**config.mk**
```make
export PLATFORM = sky130hd
export DESIGN_NAME = ddr_burst_engine
export DESIGN_NICKNAME = d
export VERILOG_FILES = /design/src/rtl/ddr_burst_pkg.sv /design/src/rtl/ddr_rw_arbiter.sv /design/src/rtl/ddr_burst_engine.sv
export SDC_FILE = /design/constraint.sdc
export NUM_CORES = 1
export LEC_CHECK = 0
export ABC_AREA = 1
export CORE_AREA = 2 2 261 263
export CTS_BUF_LIST = sky130_fd_sc_hd__clkbuf_4
export CTS_CLUSTER_DIAMETER = 100
export DETAILED_ROUTE_END_ITERATION = 10
export DIE_AREA = 0 0 263 265
export GPL_TIMING_DRIVEN = 0
export RECOVER_POWER = 25
export REMOVE_ABC_BUFFERS = 1
export SYNTH_ARGS = -nofsm -noshare
export SYNTH_HDL_FRONTEND = slang
export SYNTH_SLANG_ARGS = --single-unit
```
**constraint.sdc**
```tcl
create_clock -name clk -period 3 [get_ports clk]
set_input_delay 0.3 -clock clk [delete_from_list [all_inputs] [get_ports clk]]
set_output_delay 0.3 -clock clk [all_outputs]
set_load 0.1 [all_outputs]
```
**src/rtl/ddr_burst_pkg.sv**
```systemverilog
// Shared types and constants for the DDR burst engine.
package ddr_burst_pkg;

    // FSM state encoding
    localparam logic [2:0] ST_IDLE_V    = 3'd0;
    localparam logic [2:0] ST_RD_CMD_V  = 3'd1;
    localparam logic [2:0] ST_RD_WAIT_V = 3'd2;
    localparam logic [2:0] ST_DONE_RD_V = 3'd3;
    localparam logic [2:0] ST_WR_V      = 3'd4;
    localparam logic [2:0] ST_WR_TAIL_V = 3'd5;
    localparam logic [2:0] ST_DONE_WR_V = 3'd6;

    typedef enum logic [2:0] {
        ST_IDLE    = ST_IDLE_V,
        ST_RD_CMD  = ST_RD_CMD_V,
        ST_RD_WAIT = ST_RD_WAIT_V,
        ST_DONE_RD = ST_DONE_RD_V,
        ST_WR      = ST_WR_V,
        ST_WR_TAIL = ST_WR_TAIL_V,
        ST_DONE_WR = ST_DONE_WR_V
    } state_e;

    // MIG app_cmd opcodes
    localparam logic [2:0] APP_CMD_WRITE = 3'b000;
    localparam logic [2:0] APP_CMD_READ  = 3'b001;

    // Arbiter grant identifiers
    localparam logic GRANT_RD = 1'b0;
    localparam logic GRANT_WR = 1'b1;

endpackage

```
**src/rtl/ddr_rw_arbiter.sv**
```systemverilog
// Two-way round-robin arbiter between the read and write burst requesters.
// The last_grant register flips priority whenever both sides request.
module ddr_rw_arbiter
    import ddr_burst_pkg::*;
(
    input  logic clk,
    input  logic rst_n,
    input  logic rd_req_i,
    input  logic wr_req_i,
    input  logic take_i,
    output logic valid_o,
    output logic grant_o
);

    logic last_grant_q;

    // Grant selection: a lone requester wins, otherwise the side not served last.
    always_comb begin
        valid_o = rd_req_i | wr_req_i;
        if (rd_req_i && wr_req_i) begin
            grant_o = (last_grant_q == GRANT_WR) ? GRANT_RD : GRANT_WR;
        end else if (rd_req_i) begin
            grant_o = GRANT_RD;
        end else begin
            grant_o = GRANT_WR;
        end
    end

    // Remember which side was served when the engine actually takes a grant.
    always_ff @(posedge clk or negedge rst_n) begin
        if (!rst_n) begin
            last_grant_q <= GRANT_WR;
        end else if (take_i && valid_o) begin
            last_grant_q <= grant_o;
        end
    end

endmodule

```
**src/rtl/ddr_burst_engine.sv**
```systemverilog
// Read/write burst engine between AP burst requesters and the MIG app_* port.
// Command and data counters run independently; zero-length bursts finish
// without touching MIG. Optional feature macro: DDR_BURST_MASK_EN passes
// wr_burst_mask through to app_wdf_mask; otherwise the mask is tied to 0.
// While init_calib_complete is low the FSM, counters and address freeze.
module ddr_burst_engine
    import ddr_burst_pkg::*;
#(
    parameter int DDR_DATA_WIDTH  = 128,
    parameter int DDR_ADDR_WIDTH  = 28,
    parameter int BURST_LEN_WIDTH = 10,
    parameter int ADDR_STEP       = 8
) (
    input  logic                          clk,
    input  logic                          rst_n,
    input  logic                          rd_burst_req,
    input  logic [BURST_LEN_WIDTH-1:0]    rd_burst_len,
    input  logic [DDR_ADDR_WIDTH-1:0]     rd_burst_addr,
    output logic [DDR_DATA_WIDTH-1:0]     rd_burst_data,
    output logic                          rd_burst_data_valid,
    output logic                          rd_burst_finish,
    input  logic                          wr_burst_req,
    input  logic [BURST_LEN_WIDTH-1:0]    wr_burst_len,
    input  logic [DDR_ADDR_WIDTH-1:0]     wr_burst_addr,
    input  logic [DDR_DATA_WIDTH-1:0]     wr_burst_data,
    input  logic [DDR_DATA_WIDTH/8-1:0]   wr_burst_mask,
    output logic                          wr_burst_data_req,
    output logic                          wr_burst_finish,
    output logic                          burst_finish,
    output logic                          busy,
    output logic [DDR_ADDR_WIDTH-1:0]     app_addr,
    output logic [2:0]                    app_cmd,
    output logic                          app_en,
    output logic [DDR_DATA_WIDTH-1:0]     app_wdf_data,
    output logic [DDR_DATA_WIDTH/8-1:0]   app_wdf_mask,
    output logic                          app_wdf_wren,
    output logic                          app_wdf_end,
    input  logic [DDR_DATA_WIDTH-1:0]     app_rd_data,
    input  logic                          app_rd_data_valid,
    input  logic                          app_rdy,
    input  logic                          app_wdf_rdy,
    input  logic                          init_calib_complete
);

    localparam logic [DDR_ADDR_WIDTH-1:0]  STEP = DDR_ADDR_WIDTH'(ADDR_STEP);
    localparam logic [BURST_LEN_WIDTH-1:0] ZERO = '0;

    state_e                        state_q;
    logic [BURST_LEN_WIDTH-1:0]    len_q;
    logic [BURST_LEN_WIDTH-1:0]    cmd_cnt_q, cmd_cnt_d;
    logic [BURST_LEN_WIDTH-1:0]    rd_cnt_q, rd_cnt_d;
    logic [BURST_LEN_WIDTH-1:0]    wr_cnt_q, wr_cnt_d;
    logic [DDR_ADDR_WIDTH-1:0]     app_addr_q;
    logic [2:0]                    app_cmd_q;
    logic                          app_en_q;
    logic                          rd_fin_q, wr_fin_q, busy_q;

    logic cmd_acc, rd_active, wr_active, rd_beat, wr_beat;
    logic arb_valid, arb_grant, grant_take;

    ddr_rw_arbiter u_arb (
        .clk      (clk),
        .rst_n    (rst_n),
        .rd_req_i (rd_burst_req),
        .wr_req_i (wr_burst_req),
        .take_i   (grant_take),
        .valid_o  (arb_valid),
        .grant_o  (arb_grant)
    );

    // Handshake qualifiers and next counter values; all gated by calibration
    // so nothing moves while the memory is not ready.
    always_comb begin
        cmd_acc    = app_en_q & app_rdy & init_calib_complete;
        rd_active  = (state_q == ST_RD_CMD) | (state_q == ST_RD_WAIT);
        wr_active  = (state_q == ST_WR) | (state_q == ST_WR_TAIL);
        rd_beat    = rd_active & app_rd_data_valid & init_calib_complete;
        wr_beat    = wr_active & (wr_cnt_q != len_q) & app_wdf_rdy & init_calib_complete;
        cmd_cnt_d  = cmd_cnt_q + {{(BURST_LEN_WIDTH-1){1'b0}}, cmd_acc};
        rd_cnt_d   = rd_cnt_q  + {{(BURST_LEN_WIDTH-1){1'b0}}, rd_beat};
        wr_cnt_d   = wr_cnt_q  + {{(BURST_LEN_WIDTH-1){1'b0}}, wr_beat};
        grant_take = (state_q == ST_IDLE) & init_calib_complete & arb_valid;
    end

    assign rd_burst_data       = app_rd_data;
    assign rd_burst_data_valid = rd_beat;
    assign rd_burst_finish     = rd_fin_q;
    assign wr_burst_data_req   = wr_beat;
    assign wr_burst_finish     = wr_fin_q;
    assign burst_finish        = rd_fin_q | wr_fin_q;
    assign busy                = busy_q;
    assign app_addr            = app_addr_q;
    assign app_cmd             = app_cmd_q;
    assign app_en              = app_en_q;
    assign app_wdf_data        = wr_burst_data;
    assign app_wdf_wren        = wr_beat;
    assign app_wdf_end         = wr_beat;

`ifdef DDR_BURST_MASK_EN
    assign app_wdf_mask = wr_burst_mask;
`else
    logic unused_wr_mask;
    assign unused_wr_mask = ^wr_burst_mask;
    assign app_wdf_mask   = '0;
`endif

    // Burst FSM with command address generator, counters and registered outputs.
    // Finishing checks use the post-increment counts so a last command and a
    // last data beat in the same cycle go straight to DONE.
    always_ff @(posedge clk or negedge rst_n) begin
        if (!rst_n) begin
            state_q    <= ST_IDLE;
            len_q      <= '0;
            cmd_cnt_q  <= '0;
            rd_cnt_q   <= '0;
            wr_cnt_q   <= '0;
            app_addr_q <= '0;
            app_cmd_q  <= APP_CMD_WRITE;
            app_en_q   <= 1'b0;
            rd_fin_q   <= 1'b0;
            wr_fin_q   <= 1'b0;
            busy_q     <= 1'b0;
        end else if (init_calib_complete) begin
            rd_fin_q  <= 1'b0;
            wr_fin_q  <= 1'b0;
            cmd_cnt_q <= cmd_cnt_d;
            rd_cnt_q  <= rd_cnt_d;
            wr_cnt_q  <= wr_cnt_d;
            if (cmd_acc) begin
                app_addr_q <= app_addr_q + STEP;
                if (cmd_cnt_d == len_q) begin
                    app_en_q <= 1'b0;
                end
            end
            case (state_q)
                ST_IDLE: begin
                    if (arb_valid) begin
                        busy_q    <= 1'b1;
                        cmd_cnt_q <= '0;
                        rd_cnt_q  <= '0;
                        wr_cnt_q  <= '0;
                        if (arb_grant == GRANT_RD) begin
                            len_q      <= rd_burst_len;
                            app_addr_q <= rd_burst_addr;
                            app_cmd_q  <= APP_CMD_READ;
                            app_en_q   <= (rd_burst_len != ZERO);
                            state_q    <= ST_RD_CMD;
                        end else begin
                            len_q      <= wr_burst_len;
                            app_addr_q <= wr_burst_addr;
                            app_cmd_q  <= APP_CMD_WRITE;
                            app_en_q   <= (wr_burst_len != ZERO);
                            state_q    <= ST_WR;
                        end
                    end
                end
                ST_RD_CMD: begin
                    if (cmd_cnt_d == len_q) begin
                        if (rd_cnt_d == len_q) begin
                            state_q  <= ST_DONE_RD;
                            rd_fin_q <= 1'b1;
                        end else begin
                            state_q <= ST_RD_WAIT;
                        end
                    end
                end
                ST_RD_WAIT: begin
                    if (rd_cnt_d == len_q) begin
                        state_q  <= ST_DONE_RD;
                        rd_fin_q <= 1'b1;
                    end
                end
                ST_WR: begin
                    if (wr_cnt_d == len_q) begin
                        if (cmd_cnt_d == len_q) begin
                            state_q  <= ST_DONE_WR;
                            wr_fin_q <= 1'b1;
                        end else begin
                            state_q <= ST_WR_TAIL;
                        end
                    end
                end
                ST_WR_TAIL: begin
                    if (cmd_cnt_d == len_q) begin
                        state_q  <= ST_DONE_WR;
                        wr_fin_q <= 1'b1;
                    end
                end
                ST_DONE_RD, ST_DONE_WR: begin
                    busy_q  <= 1'b0;
                    state_q <= ST_IDLE;
                end
                default: begin
                    state_q <= ST_IDLE;
                end
            endcase
        end
    end

endmodule

```
==> summary.txt <==
outcome - finished, final reports clean
initial antenna violation count - 5
Least-Margin Pin Slew - 1200 ps
Clock Pin Slew Worst Setup and Hold Paths - 140 ps
vias per inst - 3.94
placed inst area - 0.00777 mm2
worst-case clock buffer depth - 2
final non-filler cell total - 1832
Setup WS post-layout - 105 ps
Most used DFF post-synth - dfrtp_1
Total GRT Usage - 27.5%
Design Area, Final - 0.00833 mm2
commonest cells after routing, fill and taps aside - 197 x nand2_1, 115 x clkdlybuf4s50_1, 94 x nand3_1
Syn-to-layout area delta - 10.2%
die area - 0.0697 mm2
element type at the critical path end - flop
fillers - 7794
final-report hold violation count - 0
ratio of cells with drive above 1 in the final layout - 13.3%
f_max - 345 MHz
clock root buffer - clkbuf_4
Arrival @ worst endpoint - 3270 ps
Synth Cell Area - 0.00756 mm2
clk sinks - 77
via count - 7213
PwrDens - 839 mW/mm2
Initial DRT Pass Iterations - 5
first-pass GRT wire length - 113000 um
Die Y - 265 um
max-slew violation count - 0
TritonCTS clock tree - done
Final Core Density - 12.5%
Post-synth EDFFs - 0
Syn Inst Count - 1083
GPL Wtd Cong - 1.29
IO Count - 668
clock latency at the later pin of the worst-skew pair - 480 ps
#FFs+latches synth - 77
clock skew - 20.5 ps
routed length per instance - 53.9 um
Setup WS pre-CTS - -905 ps
Placed Cells - 1793
Net count, final - 1315
multi-input logic area - 0.00338 mm2
leakage - 3.25 nW
core area - 0.0668 mm2
Die Wd - 263 um
RSZ-0062 raised after global routing - yes
Tmin final - 2900 ps
# setup viols final - 0
synth warn - 0
drt initial violations - 642
Worst Path Required - 3370 ps
max-cap check violation count - 0
Storage cell area - 0.00194 mm2
synth unique cells - 47
Syn Area/Cell - 6.98 um2
post-route ant nets - 0
maximum vdd drop - 0.000750 V
most common cell after layout, fill and taps aside - nand2_1
CTS buffer count - 9
worst rel slew slack - 19.8%
register area share after synthesis - 25.5%
GRT overflow - 0
Initial Util - 11.3%
largest net degree at the start of global routing - 47
classification of the worst setup path - flop to flop
asr flop ratio synth - 100%
port bufs - 121
Residual DRC - 0
Routed WL - 98700 um
CP Max Fanout - 3
kind of start point of the critical path - flop
FP Rows - 95
hold slack - 286 ps
H-tree levels - 3
vias in the first global route - 6177
Hold WC Path Type - input port to flop
period utilization - 96.5%
post-DP HPWL - 92400 um
-- stage by stage --
stage | TNS, ps | power [W]
3_3_place_gp | -257380 | 0.00609
4_1_cts | -7.77 | 0.00679
6_report | 0 | 0.00699
5_1_grt | -247 | 0.00741
2_1_floorplan | -66720 | 0.00481
3_5_place_dp | -27470 | 0.00610
-- where the power goes --
group          internal (W)  leakage [nW]  switching, W
Clock              0.000169        0.0526      0.000423
Sequential          0.00136         0.952      0.000446
Combinational       0.00127          2.25       0.00332
-- logic make-up (layout without fill, tap and decap cells) --
logic type | Yosys count | after routing | share of synthesized area (%)
AND/OR/NAND/NOR | 450 | 450 | 26.6
buffers and inverters | 399 | 256 | 33.8
AO/OA/AOI/OAI | 126 | 126 | 10.2
flip-flops | 77 | 77 | 25.5
XOR/XNOR | 21 | 21 | 2.43
adder cells (fa/ha/maj) | 7 | 7 | 1.16
multiplexers | 2 | 2 | 0.265
other | 1 | 20 | 0.0496
-- synth_stat cells (2+ instances only) --
| cell type | count | area share (%) |
|---|---|---|
| buf_4 | 280 | 28 |
| nand2_1 | 207 | 10 |
| nand3_1 | 99 | 6.6 |
| inv_1 | 88 | 4.4 |
| nor2_1 | 80 | 4.0 |
| dfrtp_1 | 76 | 25 |
| o21ai_0 | 53 | 3.5 |
| o22ai_1 | 18 | 1.5 |
| a21oi_1 | 16 | 1.1 |
| xor2_1 | 16 | 1.9 |
| clkbuf_1 | 14 | 0.69 |
| nand4_1 | 14 | 1.2 |
| nor2_2 | 12 | 0.99 |
| nor3_1 | 11 | 0.73 |
| a31oi_1 | 10 | 0.83 |
| buf_2 | 8 | 0.53 |
| ha_1 | 7 | 1.2 |
| nand2_2 | 7 | 0.58 |
| o221ai_1 | 6 | 0.69 |
| a22oi_1 | 5 | 0.50 |
| inv_2 | 5 | 0.25 |
| o211ai_1 | 5 | 0.50 |
| or2_2 | 5 | 0.41 |
| xnor2_1 | 5 | 0.58 |
| nand3b_1 | 4 | 0.40 |
| nor4_1 | 4 | 0.33 |
| clkinv_1 | 3 | 0.15 |
| nand3_2 | 3 | 0.40 |
| a221oi_2 | 2 | 0.40 |
| mux2i_1 | 2 | 0.26 |
| o21ai_1 | 2 | 0.13 |
-- final cells by class --
| class | instances | share of cell area [%] |
|---|---|---|
| diodes | 2 | 0.0601 |
| clock buffers | 10 | 0.901 |
| clock inverters | 6 | 0.360 |
| inverters | 96 | 4.42 |
| multi-input cells | 624 | 40.6 |
| flip-flops and latches | 77 | 23.3 |
| well taps | 873 | 13.1 |
| repair buffers | 143 | 17.2 |
| repair inverters | 1 | 0.0601 |
-- critical path, cell delays in order (launching register included) --
cell	delay (ps)
dfrtp_2	470
xor2_2	200
nor4_4	350
a41oi_4	180
buf_6	170
ha_4	160
ha_4	170
nand3_4	100
buf_6	120
inv_2	40
nand2_2	70
nand2_1	50
nand2_1	80
inv_1	40
nor2_2	110
nand3_2	100
nand2_2	90
nand4_1	150
nand2_1	110
nand2_1	50
-- flip-flops by register name (all words and copies together), names as in the netlist --
signal and flops:
wr_cnt_q 10, rd_burst_finish 1, u_arb.last_grant_q 1, wr_burst_finish 1
rd_cnt_q 10, len_q 10, app_addr 28, app_en 1
app_cmd 1, state_q 3, busy 1, cmd_cnt_q 10
-- path summary, 6_finish.rpt --
path | start | end | slack, ps | cells past startpoint
max in group asynchronous | rst_n | u_arb.last_grant_q | 1920 | 3
worst min-delay path | init_calib_complete | app_addr[19] | 290 | 3
worst max-delay path | len_q[0] | state_q[0] | 100 | 19
worst max register to register | len_q[0] | state_q[0] | 100 | 19
worst min register to register | app_cmd[0] | app_cmd[0] | 520 | 2
min in group asynchronous | rst_n | cmd_cnt_q[7] | 420 | 2
-- routing by layer --
layer | track usage (%) | routed length, um
met3 | 43.0 | 33200
met2 | 47.6 | 47800
met5 | 7.97 | 583
met1 | 10.4 | 13100
met4 | 9.28 | 4000
-- repair_timing --
action | CTS | global route
hold buffers | 1 | 0
gates cloned | 1 | 0
buffers inserted | 7 | 11
pin swaps | 8 | 15
hold endpoints to repair | 31 | 0
endpoints found under the setup margin | 57 | 19
gates resized for setup | 28 | 50
(Power assumes the default switching activity.)
